==> src/rtl/reg_scoreboard_pkg.sv <==
// Shared definitions for the register-file hazard scoreboard: register ids,
// pipeline-stage count values, forwarding encodings and the id mapping helper.
package reg_scoreboard_pkg;

   localparam int unsigned NUM_REGS = 11;
   localparam int unsigned ID_W     = 4;

   localparam logic [ID_W-1:0] ID_SP = 4'd8;
   localparam logic [ID_W-1:0] ID_IH = 4'd9;
   localparam logic [ID_W-1:0] ID_T  = 4'd10;

   localparam logic [1:0] CNT_EX   = 2'd3;
   localparam logic [1:0] CNT_MEM  = 2'd2;
   localparam logic [1:0] CNT_IDLE = 2'd0;

   localparam logic [15:0] STALL_CNT_MAX = 16'hFFFF;

   typedef enum logic [1:0] {
      SPEC_GEN = 2'b00,
      SPEC_SP  = 2'b01,
      SPEC_IH  = 2'b10,
      SPEC_T   = 2'b11
   } spec_e;

   typedef enum logic [1:0] {
      FWD_RF  = 2'b00,
      FWD_EX  = 2'b01,
      FWD_MEM = 2'b10
   } fwd_sel_e;

   // Per-operand lookup result gathered from the entry array.
   typedef struct packed {
      logic       used;
      logic [1:0] cnt;
      logic       ld;
   } operand_t;

   function automatic logic [ID_W-1:0] reg_id(input logic [1:0] spec,
                                              input logic [2:0] idx);
      logic [ID_W-1:0] id;
      if (spec == SPEC_GEN) begin
         id = {1'b0, idx};
      end else begin
         id = 4'd7 + {2'b00, spec};
      end
      return id;
   endfunction

endpackage

==> src/rtl/reg_scoreboard_entry.sv <==
// One scoreboard entry: pending-write countdown plus load flag for a single
// architectural register. Reload wins over decrement; hold freezes everything.
module sb_entry
   import reg_scoreboard_pkg::*;
(
   input  logic       clk_i,
   input  logic       rst_ni,
   input  logic       hold_i,
   input  logic       load_i,
   input  logic       ld_i,
   output logic [1:0] cnt_o,
   output logic       ld_o
);

   logic [1:0] cnt_d, cnt_q;
   logic       ld_d, ld_q;

   always_comb begin
      cnt_d = cnt_q;
      ld_d  = ld_q;
      if (!hold_i) begin
         if (load_i) begin
            cnt_d = CNT_EX;
            ld_d  = ld_i;
         end else if (cnt_q != CNT_IDLE) begin
            cnt_d = cnt_q - 2'd1;
         end
      end
   end

   always_ff @(posedge clk_i or negedge rst_ni) begin
      if (!rst_ni) begin
         cnt_q <= CNT_IDLE;
         ld_q  <= 1'b0;
      end else begin
         cnt_q <= cnt_d;
         ld_q  <= ld_d;
      end
   end

   assign cnt_o = cnt_q;
   assign ld_o  = ld_q;

endmodule

==> src/rtl/reg_scoreboard.sv <==
// ID-stage hazard scoreboard for the 11-entry register file: tracks in-flight
// writes and derives stall, per-operand forwarding selects and stall statistics.
module reg_scoreboard
   import reg_scoreboard_pkg::*;
#(
   parameter bit FORWARD = 1'b1
) (
   input  logic        CLK,
   input  logic        RST,
   input  logic        hold,
   input  logic        flush,
   input  logic        id_valid,
   input  logic        id_src1_used,
   input  logic        id_src2_used,
   input  logic [1:0]  id_src1_spec,
   input  logic [2:0]  id_src1,
   input  logic [2:0]  id_src2,
   input  logic        id_regWrite,
   input  logic [1:0]  id_dst_spec,
   input  logic [2:0]  id_dst,
   input  logic        id_memRead,
   output logic        stall,
   output logic [1:0]  fwd_sel1,
   output logic [1:0]  fwd_sel2,
   output logic [10:0] busy_mask,
   output logic [15:0] stall_count
);

   logic [1:0]      cnt [NUM_REGS];
   logic            ld  [NUM_REGS];
   logic [ID_W-1:0] src1_id, src2_id, dst_id;
   operand_t        op1, op2;
   logic            haz1, haz2, lu1, lu2;
   logic            issue;
   logic [15:0]     stall_count_d, stall_count_q;

   assign src1_id = reg_id(id_src1_spec, id_src1);
   assign src2_id = reg_id(SPEC_GEN, id_src2);
   assign dst_id  = reg_id(id_dst_spec, id_dst);

   always_comb begin
      op1.used = id_src1_used;
      op1.cnt  = cnt[src1_id];
      op1.ld   = ld[src1_id];
      op2.used = id_src2_used;
      op2.cnt  = cnt[src2_id];
      op2.ld   = ld[src2_id];
   end

   // Hazards look only at registered state, so an instruction never sees its own issue.
   assign haz1 = op1.used && (op1.cnt >= CNT_MEM);
   assign haz2 = op2.used && (op2.cnt >= CNT_MEM);
   assign lu1  = op1.used && (op1.cnt == CNT_EX) && op1.ld;
   assign lu2  = op2.used && (op2.cnt == CNT_EX) && op2.ld;

   always_comb begin
      stall = 1'b0;
      if (id_valid && !flush) begin
         if (FORWARD) begin
            stall = lu1 || lu2;
         end else begin
            stall = haz1 || haz2;
         end
      end
   end

   function automatic logic [1:0] fwd_of(input operand_t op, input logic stalled);
      fwd_sel_e sel;
      sel = FWD_RF;
      if (FORWARD && !stalled && op.used) begin
         if (op.cnt == CNT_EX) begin
            sel = FWD_EX;
         end else if (op.cnt == CNT_MEM) begin
            sel = FWD_MEM;
         end
      end
      return sel;
   endfunction

   assign fwd_sel1 = fwd_of(op1, stall);
   assign fwd_sel2 = fwd_of(op2, stall);

   assign issue = id_valid && id_regWrite && !stall && !hold && !flush;

   for (genvar g = 0; g < NUM_REGS; g++) begin : g_entry
      sb_entry u_entry (
         .clk_i  (CLK),
         .rst_ni (RST),
         .hold_i (hold),
         .load_i (issue && (dst_id == ID_W'(g))),
         .ld_i   (id_memRead),
         .cnt_o  (cnt[g]),
         .ld_o   (ld[g])
      );
      assign busy_mask[g] = (cnt[g] != CNT_IDLE);
   end

   always_comb begin
      stall_count_d = stall_count_q;
      if (stall && !hold && (stall_count_q != STALL_CNT_MAX)) begin
         stall_count_d = stall_count_q + 16'd1;
      end
   end

   always_ff @(posedge CLK or negedge RST) begin
      if (!RST) begin
         stall_count_q <= '0;
      end else begin
         stall_count_q <= stall_count_d;
      end
   end

   assign stall_count = stall_count_q;

endmodule

==> config.mk <==
export PLATFORM = sky130hd
export DESIGN_NAME = reg_scoreboard
export DESIGN_NICKNAME = d
export VERILOG_FILES = /design/src/rtl/reg_scoreboard_pkg.sv /design/src/rtl/reg_scoreboard_entry.sv /design/src/rtl/reg_scoreboard.sv
export SDC_FILE = /design/constraint.sdc
export NUM_CORES = 1
export LEC_CHECK = 0
export ABC_AREA = 1
export BUFFER_PORTS_ARGS = -buffer_cell sky130_fd_sc_hd__buf_2
export CORE_UTILIZATION = 58
export CTS_BUF_LIST = sky130_fd_sc_hd__clkbuf_16
export CTS_CLUSTER_DIAMETER = 50
export DETAILED_ROUTE_END_ITERATION = 10
export PLACE_DENSITY_LB_ADDON = 0.1
export SETUP_SLACK_MARGIN = 0.3
export SLEW_MARGIN = 20
export SYNTH_ARGS = -nofsm -noshare
export SYNTH_HDL_FRONTEND = slang
export SYNTH_SLANG_ARGS = --single-unit
==> constraint.sdc <==
create_clock -name CLK -period 2.68 [get_ports CLK]
set_clock_uncertainty 0.2 [all_clocks]
set_input_delay 0.134 -clock CLK [delete_from_list [all_inputs] [get_ports CLK]]
set_output_delay 0.134 -clock CLK [all_outputs]
set_load 0.02 [all_outputs]
==> impl_metrics.env <==
export IMPL_combinationalPowerShare_pct=49.0
export IMPL_grt_pass1_vias=3182
export IMPL_period_needed_ps=2380
export IMPL_finalSetupTns_ps=0
export IMPL_synthFlopType="dfrtp_1"
export IMPL_finish_instance_area_um2=4280
export IMPL_setup_slack_ps=304
export IMPL_drv_slew=0
export IMPL_max_vdd_ir_drop_v=0.000534
export IMPL_tightest_slew_ps=701
export IMPL_p_clk_share_pct=18.0
export IMPL_rsz0062_at_grt="yes"
export IMPL_initialDrtViolationCount=207
export IMPL_startpoint_type="primary input"
export IMPL_fmax_ghz=0.421
export IMPL_grt_usage_pct=29.0
export IMPL_ys_types=38
export IMPL_min_period_over_period_pct=88.7
export IMPL_grt_pass1_wl_um=14600
export IMPL_holdWs_ps=46.6
export IMPL_vias_per_cell=5.57
export IMPL_power_leakage_nw=2.23
export IMPL_worstPathArrival_ps=2040
export IMPL_syn_nets=550
export IMPL_dp_hpwl_um=6920
export IMPL_antenna_found_initial=0
export IMPL_htree_levels=2
export IMPL_die_h_um=81.6
export IMPL_synth_area_top_cells="dfrtp_1 (33%), nand2_1 (16%), nand3_1 (9.5%)"
export IMPL_cts_tree="yes"
export IMPL_setup_viol=0
export IMPL_ys_seq_area_share_pct=33.4
export IMPL_syn_area_per_cell_um2=7.12
export IMPL_cts_sinks=49
export IMPL_cts_root_buf="clkbuf_16"
export IMPL_gp_congestion=0.881
export IMPL_rrSetupSlack_ps=360
export IMPL_io_buffers=53
export IMPL_crit_type="in2out"
export IMPL_ys_async_sr_fraction_pct=100
export IMPL_cts_made_buffers=5
export IMPL_vias=3670
export IMPL_fill_cells=517
export IMPL_yosysMostFrequentCell="nand2_1"
export IMPL_finalHoldViolCount=0
export IMPL_synth_edf_count=0
export IMPL_placed_area_um2=4000
export IMPL_drc=0
export IMPL_die_area_um2=6660
export IMPL_syn_to_final_growth_pct=16.3
export IMPL_grt_overflow=0
export IMPL_outcome="finished clean"
export IMPL_place_ws_ps=198
export IMPL_io_pins=54
export IMPL_p_sw_mw=1.54
export IMPL_nets=617
export IMPL_crit_path_max_fanout=16
export IMPL_power_density_nw_per_um2=814
export IMPL_row_count=28
export IMPL_relSlewSlack_pct=53.3
export IMPL_synthCells=516
export IMPL_drive_gt1_share_pct=21.9
export IMPL_ant_nets=0
export IMPL_hp_class="in2reg"
export IMPL_worstSetupEndpointType="output port"
export IMPL_first_pass_iters=6
export IMPL_r2r_cells=13
export IMPL_grt_max_degree=34
export IMPL_antenna_cells=0
export IMPL_initial_core_util_pct=61.0
export IMPL_hold_depth=4
export IMPL_register_area_um2=1230
export IMPL_final_util_pct=71.0
export IMPL_clk_pin_slew_ps=70
export IMPL_wl_per_cell_um=14.3
export IMPL_yosysTopAreaCell="dfrtp_1"
export IMPL_required_ps=2350
export IMPL_clock_path_buffers=2
export IMPL_ys_ff_latch=49
export IMPL_clk_latency_ps=290
export IMPL_synthesis_area_um2=3680
export IMPL_multi_input_area_um2=2120
export IMPL_seq_power_share_pct=33.0
export IMPL_yosys_warnings=0
export IMPL_wirelength_um=9420
export IMPL_maxCapViolCount=0
export IMPL_swShare_pct=44.2
export IMPL_coreArea_um2=6030
export IMPL_synth_common_cells="nand2_1 (161), nand3_1 (70), inv_1 (66)"
export IMPL_p_int_mw=1.94
export IMPL_die_w_um=81.6
export IMPL_netlist_area_leader_share_pct=33.4
==> critical path, stage by stage <==
cell	delay, ps
buf_2	120
inv_2	190
o21ai_4	180
buf_4	180
nand2_1	60
nand3_1	80
a21oi_1	200
nand2_1	100
nor2_2	140
nand3_4	100
nand2_4	130
nand3_4	110
nand3b_1	120
nor2_1	50
buf_4	150
==> kinds of logic after synthesis <==
logic type,share of synthesized area [%]
and+or+nand+nor,41.9
buffers and inverters,10.1
DFF,33.4
AOI/OAI and AO/OA,7.01
xor gates and xnor gates,3.57
adders and majority gates,4.08
==> flip-flops by register name (all words and copies together) (netlist names) <==
name	flops
g_entry.u_entry.cnt_o	22
stall_count	16
g_entry.u_entry.ld_o	11
==> metrics by stage <==
stage                     total power, mW  instances
final                                3.48        659
after floorplan                      2.29        516
after global placement               2.68        639
after detailed placement             2.74        639
after global routing                 3.77        659
after CTS                            3.38        648
==> power by group through the flow <==
stage	Clock, mW	Combinational [mW]	Sequential, mW
CTS	0.631	1.61	1.14
global route	0.661	1.94	1.17
finish	0.626	1.71	1.15
detailed placement	0	1.59	1.15
global placement	0	1.53	1.15
floorplan	0	1.18	1.11
==> path summary, 6_finish.rpt <==
kind,from,endpoint
max in group asynchronous,RST,g_entry[0].u_entry.cnt_o[1]
hold / removal,id_dst_spec[0],g_entry[9].u_entry.ld_o
setup reg to reg,g_entry[7].u_entry.cnt_o[0],g_entry[4].u_entry.cnt_o[0]
setup / recovery,id_src1_spec[0],fwd_sel2[0]
min in group asynchronous,RST,g_entry[1].u_entry.cnt_o[0]
hold reg to reg,g_entry[8].u_entry.cnt_o[1],g_entry[8].u_entry.cnt_o[1]
==> repair_timing <==
action | in CTS | in global routing
buffers inserted | 0 | 11
hold endpoints to repair | 27 | 0
resized for setup | 6 | 9
setup endpoints to repair | 5 | 12
pin swaps | 0 | 10
hold buffers | 1 | 0
==> area by class of cell <==
type	instances	area share, %
Inverter	70	6.14
Multi-Input combinational cell	383	49.5
Clock inverter	3	0.410
Timing Repair Buffer	74	10.2
Sequential cell	49	28.7
Clock buffer	5	2.93
Tap cell	75	2.19
==> cells in the final DEF (no fill, tap or decap), types with 2 or more instances in the layout <==
master,synthesis,routed
inv_1,66,64
nor3_1,6,5
xor2_1,13,13
o21ai_1,16,15
inv_2,3,6
nor4_1,4,4
nand2_1,161,160
nand3_1,70,69
dfrtp_1,49,49
clkbuf_16,0,5
a21oi_1,11,10
nor2_2,1,2
xnor2_1,2,2
nand4_1,3,3
nand4_4,10,10
o21ai_0,12,11
ha_1,12,12
nor2_1,34,33
o21ai_2,0,2
nand3_4,1,2
nand2_4,1,2
nand2_2,16,16
buf_4,3,21
buf_2,2,51
==> metal layers <==
layer,global-route usage (%),vias to the layer above,share of wire (%)
met5,0,-,0
met4,7.19,0,1.3
met3,4.78,20,6.3
met2,48.3,156,47
met1,39.3,1701,45
li1,-,1793,-
Power figures use the tool's default switching activity.
